**src/rtl/somador_serial.sv**
```systemverilog
// Bit-serial WIDTH-bit adder: one full-adder cell plus a carry flop, LSB first.
// Accepts operands in IDLE, takes WIDTH cycles in RUN, then holds the result in DONE until it is consumed.
module somador_serial #(
  parameter int WIDTH = 8
) (
  input  logic             clk,
  input  logic             rst_n,
  input  logic             in_valid,
  output logic             in_ready,
  input  logic [WIDTH-1:0] a,
  input  logic [WIDTH-1:0] b,
  input  logic             cin,
  output logic             out_valid,
  input  logic             out_ready,
  output logic [WIDTH-1:0] sum,
  output logic             cout,
  output logic             overflow
);

  localparam int CW = (WIDTH > 1) ? $clog2(WIDTH) : 1;
  localparam logic [CW-1:0] LAST = CW'(WIDTH - 1);

  typedef enum logic [1:0] {IDLE, RUN, DONE} state_t;

  state_t           state_q, state_d;
  logic [WIDTH-1:0] a_sh_q, a_sh_d;
  logic [WIDTH-1:0] b_sh_q, b_sh_d;
  logic [WIDTH-1:0] res_q, res_d;
  logic             carry_q, carry_d;
  logic [CW-1:0]    cnt_q, cnt_d;
  logic [WIDTH-1:0] sum_q, sum_d;
  logic             cout_q, cout_d;
  logic             ovf_q, ovf_d;

  logic             fa_s;
  logic             fa_c;
  logic [WIDTH-1:0] res_next;

  always_comb begin
    fa_s     = a_sh_q[0] ^ b_sh_q[0] ^ carry_q;
    fa_c     = (a_sh_q[0] & b_sh_q[0]) | (carry_q & (a_sh_q[0] ^ b_sh_q[0]));
    // New sum bit enters at the MSB so the LSB-first stream ends up in place.
    res_next = (res_q >> 1) | (WIDTH'(fa_s) << (WIDTH - 1));

    state_d = state_q;
    a_sh_d  = a_sh_q;
    b_sh_d  = b_sh_q;
    res_d   = res_q;
    carry_d = carry_q;
    cnt_d   = cnt_q;
    sum_d   = sum_q;
    cout_d  = cout_q;
    ovf_d   = ovf_q;

    case (state_q)
      IDLE: begin
        if (in_valid) begin
          a_sh_d  = a;
          b_sh_d  = b;
          carry_d = cin;
          cnt_d   = '0;
          state_d = RUN;
        end
      end
      RUN: begin
        a_sh_d  = a_sh_q >> 1;
        b_sh_d  = b_sh_q >> 1;
        res_d   = res_next;
        carry_d = fa_c;
        cnt_d   = cnt_q + 1'b1;
        if (cnt_q == LAST) begin
          sum_d   = res_next;
          cout_d  = fa_c;
          // carry_q is still the carry into the MSB on this step.
          ovf_d   = carry_q ^ fa_c;
          state_d = DONE;
        end
      end
      DONE: begin
        if (out_ready) state_d = IDLE;
      end
      default: state_d = IDLE;
    endcase
  end

  always_ff @(posedge clk or negedge rst_n) begin
    if (!rst_n) begin
      state_q <= IDLE;
      a_sh_q  <= '0;
      b_sh_q  <= '0;
      res_q   <= '0;
      carry_q <= 1'b0;
      cnt_q   <= '0;
      sum_q   <= '0;
      cout_q  <= 1'b0;
      ovf_q   <= 1'b0;
    end else begin
      state_q <= state_d;
      a_sh_q  <= a_sh_d;
      b_sh_q  <= b_sh_d;
      res_q   <= res_d;
      carry_q <= carry_d;
      cnt_q   <= cnt_d;
      sum_q   <= sum_d;
      cout_q  <= cout_d;
      ovf_q   <= ovf_d;
    end
  end

  assign in_ready  = (state_q == IDLE);
  assign out_valid = (state_q == DONE);
  assign sum       = sum_q;
  assign cout      = cout_q;
  assign overflow  = ovf_q;

endmodule
```
**config.mk**
```make
export PLATFORM = sky130hd
export DESIGN_NAME = somador_serial
export DESIGN_NICKNAME = d
export VERILOG_FILES = /design/src/rtl/somador_serial.sv
export SDC_FILE = /design/constraint.sdc
export NUM_CORES = 1
export LEC_CHECK = 0
export BUFFER_PORTS_ARGS = -buffer_cell sky130_fd_sc_hd__buf_2
export CORE_MARGIN = 2
export CORE_UTILIZATION = 51
export CTS_BUF_LIST = sky130_fd_sc_hd__clkbuf_8
export DETAILED_ROUTE_END_ITERATION = 10
export PLACE_DENSITY = 0.77
export RECOVER_POWER = 25
export SYNTH_ARGS = -nofsm -noshare
export SYNTH_HDL_FRONTEND = slang
export SYNTH_SLANG_ARGS = --single-unit
```
**constraint.sdc**
```tcl
create_clock -name clk -period 1.55 [get_ports clk]
set_input_delay 0.155 -clock clk [delete_from_list [all_inputs] [get_ports clk]]
set_output_delay 0.155 -clock clk [all_outputs]
set_load 0.03 [all_outputs]
```
### Word-level counts from Yosys, hierarchy flattened

Index checks and enable logic that the tools add are counted.

* register bits after elaboration: 40
* latch bits: 0
* RAM bits: 0
* bits in read-only memories: 0
* output and inout port bits: 12
* word-level logic and storage cells: 40
* memories: 0

* add/sub/neg operators: 1
* multiply operators: 0
* divide/modulo/power cells: 0
* magnitude comparators: 0
* eq/ne operators: 6
* shift-type cells: 0
* mux-type cells: 12
* bitwise gates (word level): 7
* reduce and logical (&&, ||, !) cells: 5

Operator list (number)
* $pmux 8 s2: 2
* $mux 8: 2
* $or 7x8->8: 1
* $mux 2: 3
* $pmux 2 s3: 1
* $pmux 3 s2: 1
* $ne 2x2->1 const B: 2
* $reduce_and 2->1: 2
* $add 3x1->3 const B: 1
* $eq 3x3->1 const B: 1
* $mux 3: 1
* $reduce_and 3->1: 1
* $xor 1x1->1: 3
* $and 1x1->1: 2
* $eq 2x1->1 const B: 1
* $eq 2x2->1 const B: 1
* $logic_not 2->1: 1
* $ne 2x1->1 const B: 1
* $pmux 1 s2: 1
* $reduce_bool 2->1: 1
* $mux 1: 1
* $or 1x1->1: 1

### Logic depth before layout (Yosys ltp)

Gate-level depths: netlist (run 1).

* depth after elaboration: 4
* mapped depth: 5

### Worst setup path after synthesis (run 1)

Ideal clock, no wire load.

* kind: reg2reg
* from: register cnt_q[0]
* to: register cout_q, in the netlist cout
* arrival: 1378 ps
* data required time: 1425 ps
* setup slack: 47 ps
* stages on the path, launching flop included: 6
* clock period less this slack: 1503 ps
* cells stage by stage: dfrtp_1 -> ha_1 -> ha_1 -> nand3b_1 -> buf_2 -> mux2_2

* longest elaborated chain between the ends: 2

RTL lines
* start: declaration: RTL line 30 `logic [CW-1:0] cnt_q, cnt_d;`
* start signal: assignment: RTL line 103 `cnt_q <= cnt_d;`
* $eq 3x3->1: RTL line 71 `if (cnt_q == LAST) begin`
* $reduce_and 2->1 (no line)
* end signal: assignment: RTL line 105 `cout_q <= cout_d;`
* end: declaration: RTL line 32 `logic cout_q, cout_d;`

No other way between the ends.
A chain may end at the register's enable or synchronous reset.

### Worst setup path in the final report (run 1)

* from: register cnt_q[0]
* to: register sum_q[7], in the netlist sum[7]

* longest elaborated chain between the ends: 2

RTL lines
* $eq 3x3->1: RTL line 71
* $reduce_and 2->1 (no line)
* end signal: assignment: RTL line 104 `sum_q <= sum_d;`
* end: declaration: RTL line 31 `logic [WIDTH-1:0] sum_q, sum_d;`

No other way between the ends.

==> results of run 1 <==
==> cells in the mapped netlist (all sizes together) <==
library cell / number
a21oi: 1
mux2: 17
xor2: 1
nor4b: 11
a211oi: 11
mux2i: 1
nor3b: 11
fa: 1
a32o: 2
ha: 2
nor2: 1
clkbuf: 3
or4b: 1
nor2b: 4
nand3b: 1
o21bai: 1
o221a: 1
o21ba: 1
nand2b: 4
o21ai: 1
a222oi: 3
buf: 8
inv: 15
a22o: 2
dfrtp: 39
==> cell families after synthesis <==
family          synth area share [%]
flops                           54.4
simple gates                    14.0
buf+inv                         6.63
compound gates                  10.7
mux                             11.2
fa+ha+maj                       2.51
xor+xnor                       0.489
==> layer usage <==
layer	share of wire, %	GRT usage (%)	up-vias
met5	0	0	-
met4	1.1	6.25	0
met3	4.7	5.18	5
met2	53	33.9	28
met1	41	22.5	646
li1	-	-	597
==> cell type report <==
type,count,share of cell area [%]
Sequential cell,39,44.6
Multi-Input combinational cell,78,32.4
Timing Repair Buffer,45,12.4
Clock buffer,6,3.76
Tap cell,46,2.62
Inverter,15,2.57
Clock inverter,2,1.60
==> sequential cells by signal (all words and copies together), names as in the netlist <==
register	cells
overflow	1
cnt_q	3
carry_q	1
b_sh_q	8
cout	1
a_sh_q	8
res_q	7
sum	8
state_q	2
==> worst paths after layout <==
check	from	end	slack, ns	cells after the start
hold reg to reg	cnt_q[0]$_DFFE_PN0P_	cnt_q[0]$_DFFE_PN0P_	0.50	1
hold / removal	out_ready	state_q[1]$_DFFE_PN0P_	0.05	2
max in group asynchronous	rst_n	state_q[1]$_DFFE_PN0P_	0.28	3
setup reg to reg	cnt_q[0]$_DFFE_PN0P_	sum[7]$_DFFE_PN0P_	0.05	5
setup / recovery	cnt_q[0]$_DFFE_PN0P_	sum[7]$_DFFE_PN0P_	0.05	5
min in group asynchronous	rst_n	sum[1]$_DFFE_PN0P_	0.63	3
==> timing repair <==
action                                 4_1_cts  5_1_grt
setup endpoints to repair                    2       24
endpoints found under the hold margin       39        0
hold buffers                                 1        0
pin swaps                                    0        0
buffers inserted                             0        3
cloned                                       0        0
resized for setup                            2        4
==> per-stage QoR <==
step | hold slack (ns) | setup slack, ns | TNS, ns | cell area (sq um) | std cells
after detailed placement | 0.142 | 0.0279 | 0 | 2040 | 219
after floorplan | -0.141 | 0.0471 | 0 | 1790 | 143
after CTS | 0.0576 | 0.0220 | 0 | 2170 | 228
after global placement | 0.135 | 0.0842 | 0 | 2040 | 219
final | 0.0515 | 0.0467 | 0 | 2190 | 231
after global routing | 0.0500 | -0.00221 | -0.00221 | 2190 | 231
==> report_power, final <==
part           switching [mW]  internal (mW)
clock                   0.353          0.521
sequential              0.284           1.51
combinational            1.02          0.957
total                    1.65           2.99
==> flow_metrics.py, run 1 <==
metrics = {
    "drt": {
        "avgViaCountPerCell": 5.52,
        "wire_per_inst_um": 14.7,
        "drc": 0,
        "dr.pass1.iters": 5,
        "wirelength_um": 3400,
        "ant_nets": 0,
        "num_vias": 1276,
        "drtIter0Drc": 68,
    },
    "global_route": {
        "grt_overflow": 0,
        "first_global_vias": 1329,
        "grt_pass1_wl_um": 5960,
        "grtUsageTotal_pct": 19.1,
        "grt_max_degree": 40,
        "antenna_found_initial": 0,
    },
    "clock_tree": {
        "cts_tree": "yes",
        "cts-root-buf": "clkbuf_8",
        "clock_sinks": 39,
        "cts_buffers": 5,
        "clk_latency_ns": 0.29,
        "cts_buffer_depth": 2,
        "path_clk_slew_ns": 0.07,
        "htreeDepth": 2,
    },
    "outcome": {
        "outcome": "completed",
    },
    "floorplanning": {
        "start_util_pct": 53.3,
        "coreArea_sq_um": 3360,
        "dieArea_sq_um": 4010,
        "die_w_um": 63.3,
        "io_pins": 33,
        "die_h_um": 63.3,
        "rows": 21,
    },
    "sta": {
        "fmax_ghz": 0.665,
        "worst-slew-pin-transition_ns": 0.948,
        "skew_ns": 0.00243,
        "fin_crit_ns": 1.50,
        "final-max-slew-violation-count": 0,
        "fin_crit_sh_pct": 97.0,
        "relSlewSlack_pct": 36.8,
        "setup_viol": 0,
        "finalHoldViolCount": 0,
    },
    "synth": {
        "ys_top_cells_by_area": "dfrtp_1, mux2_2, nor4b_1",
        "synth-seq-area-share_pct": 54.4,
        "ys_types": 27,
        "yosys.area.top_type": "dfrtp_1",
        "synthCells": 143,
        "ys_warn_count": 0,
        "syn-num-nets": 167,
        "avgSynthCellArea_sq_um": 12.5,
        "synth_top_area_share_pct": 54.4,
        "syn_area_sq_um": 1790,
        "ys_seq_elements": 39,
    },
    "critical_path": {
        "path_cells": "ha_1 > ha_2 > nand3b_1 > buf_12 > mux2_2",
        "worst-path-buf-inv": 1,
        "critical-path-top-delay-family": "flip-flops",
        "endpoint_kind": "flop",
        "startpoint_type": "flop",
        "slowest_delay_ns": 0.40,
        "arrival_ns": 1.68,
        "crit_slowest_cell": "dfrtp_1",
        "crit_type": "reg -> reg",
        "worstPathRequired_ns": 1.73,
        "crit_fanout": 11,
    },
    "cells_and_area": {
        "diodes": 0,
        "final_util_pct": 65.2,
        "n_fill_cell": 280,
        "final_cell_mix": "dfrtp_1, buf_2, mux2_2",
        "multi_input_comb_area_sq_um": 711,
        "syn_to_final_growth_pct": 22.3,
        "seq_area_sq_um": 978,
        "fin_nets": 208,
        "drive_above_1_share_pct": 41.1,
        "layout_commonest_cell": "dfrtp_1",
    },
    "power": {
        "total_power_mw": 4.64,
        "p_per_area_nw_per_um2": 2120,
        "leakage_nw": 1.02,
        "max-vdd-ir-drop_v": 0.000917,
    },
    "place": {
        "place_congestion": 0.782,
        "dp_hpwl_um": 2330,
        "port_buffers": 32,
    },
    "min_path": {
        "hold_path.class": "in -> reg",
    },
    "run": {
        "maxCapViolCount": 0,
    },
}
(Power assumes the default switching activity.)
==> run 2: changes to the inputs <==
==> constraint.sdc (replaced) <==
create_clock -name clk -period 1.55 [get_ports clk]
set_input_delay 0.0775 -clock clk [delete_from_list [all_inputs] [get_ports clk]]
set_output_delay 0.0775 -clock clk [all_outputs]
set_load 0.03 [all_outputs]
==> flow_metrics.py, run 2 (synthesized netlist as in run 1, its figures left out) <==
metrics = {
    "clock_tree": {
        "clock_sinks": 39,
        "htreeDepth": 2,
        "cts-root-buf": "clkbuf_8",
        "cts_buffers": 5,
        "clk_latency_ns": 0.29,
        "cts_buffer_depth": 2,
        "path_clk_slew_ns": 0.08,
        "cts_tree": "yes",
    },
    "sta": {
        "setup_tns_ns": 0,
        "final-max-slew-violation-count": 0,
        "rsz0062_at_grt": "true",
        "setup_viol": 0,
        "fin_crit_sh_pct": 98.7,
        "finalHoldViolCount": 0,
        "skew_ns": 0.00520,
        "hold_ws_ns": 0.0351,
        "fin_ws_ns": 0.0199,
        "fmax_ghz": 0.654,
        "fin_crit_ns": 1.53,
        "relSlewSlack_pct": 48.0,
        "worst-slew-pin-transition_ns": 0.781,
    },
    "drt": {
        "avgViaCountPerCell": 5.47,
        "ant_nets": 0,
        "dr.pass1.iters": 5,
        "wirelength_um": 3550,
        "wire_per_inst_um": 15.1,
        "drtIter0Drc": 44,
        "drc": 0,
        "num_vias": 1285,
    },
    "critical_path": {
        "crit_fanout": 6,
        "worstPathRequired_ns": 1.73,
        "crit_type": "reg -> reg",
        "startpoint_type": "flop",
        "critical-path-top-delay-family": "flip-flops",
        "worst-path-buf-inv": 2,
        "crit_slowest_cell": "dfrtp_1",
        "arrival_ns": 1.71,
        "endpoint_kind": "flop",
        "slowest_delay_ns": 0.39,
        "path_cells": "ha_2 > ha_4 > nand3b_1 > buf_6 > buf_12 > mux2_2",
    },
    "global_route": {
        "grt_pass1_wl_um": 6120,
        "grtUsageTotal_pct": 20.0,
        "grt_overflow": 0,
        "first_global_vias": 1267,
        "grt_max_degree": 33,
        "antenna_found_initial": 0,
    },
    "cells_and_area": {
        "instances_no_fill": 235,
        "fin_nets": 212,
        "syn_to_final_growth_pct": 26.2,
        "layout_commonest_cell": "dfrtp_1",
        "drive_above_1_share_pct": 39.2,
        "diodes": 0,
        "final_cell_mix": "dfrtp_1, buf_2, inv_1",
    },
    "floorplanning": {
        "coreArea_sq_um": 3360,
        "die_w_um": 63.3,
        "io_pins": 33,
        "start_util_pct": 53.3,
        "dieArea_sq_um": 4010,
        "rows": 21,
        "die_h_um": 63.3,
    },
    "power": {
        "pwr-share-clk_pct": 16.4,
        "p_sw_mw": 1.70,
        "p_int_mw": 2.95,
        "max-vdd-ir-drop_v": 0.000870,
        "leakage_nw": 1.06,
        "p_sw_share_pct": 36.6,
        "seqPwrFrac_pct": 38.8,
        "p_per_area_nw_per_um2": 2060,
        "p_comb_share_pct": 44.8,
    },
    "place": {
        "dp_slack_ns": 0.0106,
        "port_buffers": 32,
        "placed_cells": 218,
        "place_congestion": 0.752,
        "dp_hpwl_um": 2440,
    },
    "run": {
        "maxCapViolCount": 0,
    },
    "min_path": {
        "hold_path.class": "in -> reg",
    },
    "outcome": {
        "outcome": "completed",
    },
}
run 2: cell types whose count changed in the layout (fill, tap and decap cells not counted), moves of 2 or more:
cell	before	now
mux2_2	17	11
buf_2	31	27
mux2_4	0	6
buf_4	10	12
clkbuf_1	0	4
run 2: final cells by class:
type                            instances  area (sq um)
Multi-Input combinational cell         78           743
Clock inverter                          1          7.51
Timing Repair Buffer                   49           324
Fill cell                             278          1100
Sequential cell                        39           977
Tap cell                               46          57.6
Clock buffer                            7          96.3
Inverter                               15          56.3
run 2: routing by layer:
metal | global-route usage (%) | vias up | part of all wire (%)
li1 | - | 605 | -
met1 | 25.2 | 633 | 42
met2 | 33.6 | 41 | 51
met3 | 5.71 | 6 | 5.1
met4 | 5.71 | 0 | 1.2
met5 | 0 | - | 0
run 2: what timing repair did:
action                                 CTS  global route
setup buffers                            2             4
setup endpoints to repair                1            18
hold buffers                             2             0
endpoints found under the hold margin   32             0
gates resized for setup                  4             9
cloned                                   1             0
pin swaps                                0             1
run 2: final timing paths:
kind / from / depth (start not counted) / endpoint / slack, ns
worst max-delay path: cnt_q[1]$_DFFE_PN0P_ / 6 / sum[1]$_DFFE_PN0P_ / 0.02
worst min-delay path: b[7] / 2 / b_sh_q[7]$_DFFE_PN0P_ / 0.04
worst max register to register: cnt_q[1]$_DFFE_PN0P_ / 6 / sum[1]$_DFFE_PN0P_ / 0.02
worst min register to register: b_sh_q[7]$_DFFE_PN0P_ / 1 / b_sh_q[7]$_DFFE_PN0P_ / 0.50
max in group asynchronous: rst_n / 3 / a_sh_q[4]$_DFFE_PN0P_ / 0.54
min in group asynchronous: rst_n / 2 / cnt_q[0]$_DFFE_PN0P_ / 0.40
run 2: power by group through the flow:
| stage | clock (mW) | combinational (mW) | sequential, mW |
|---|---|---|---|
| after detailed placement | 0 | 1.89 | 1.83 |
| after global routing | 0.832 | 2.28 | 1.88 |
| after floorplan | 0 | 1.20 | 1.99 |
| after global placement | 0 | 1.81 | 1.79 |
| final | 0.763 | 2.08 | 1.80 |
| after CTS | 0.780 | 1.96 | 1.81 |
run 2: metrics by stage:
stage	cell area, sq um	total power, mW	utilization [%]
finish	2260	4.65	67.3
detailed placement	2020	3.71	60.1
global placement	2020	3.61	60.1
floorplan	1790	3.19	-
CTS	2200	4.54	65.3
global route	2260	5.00	67.3
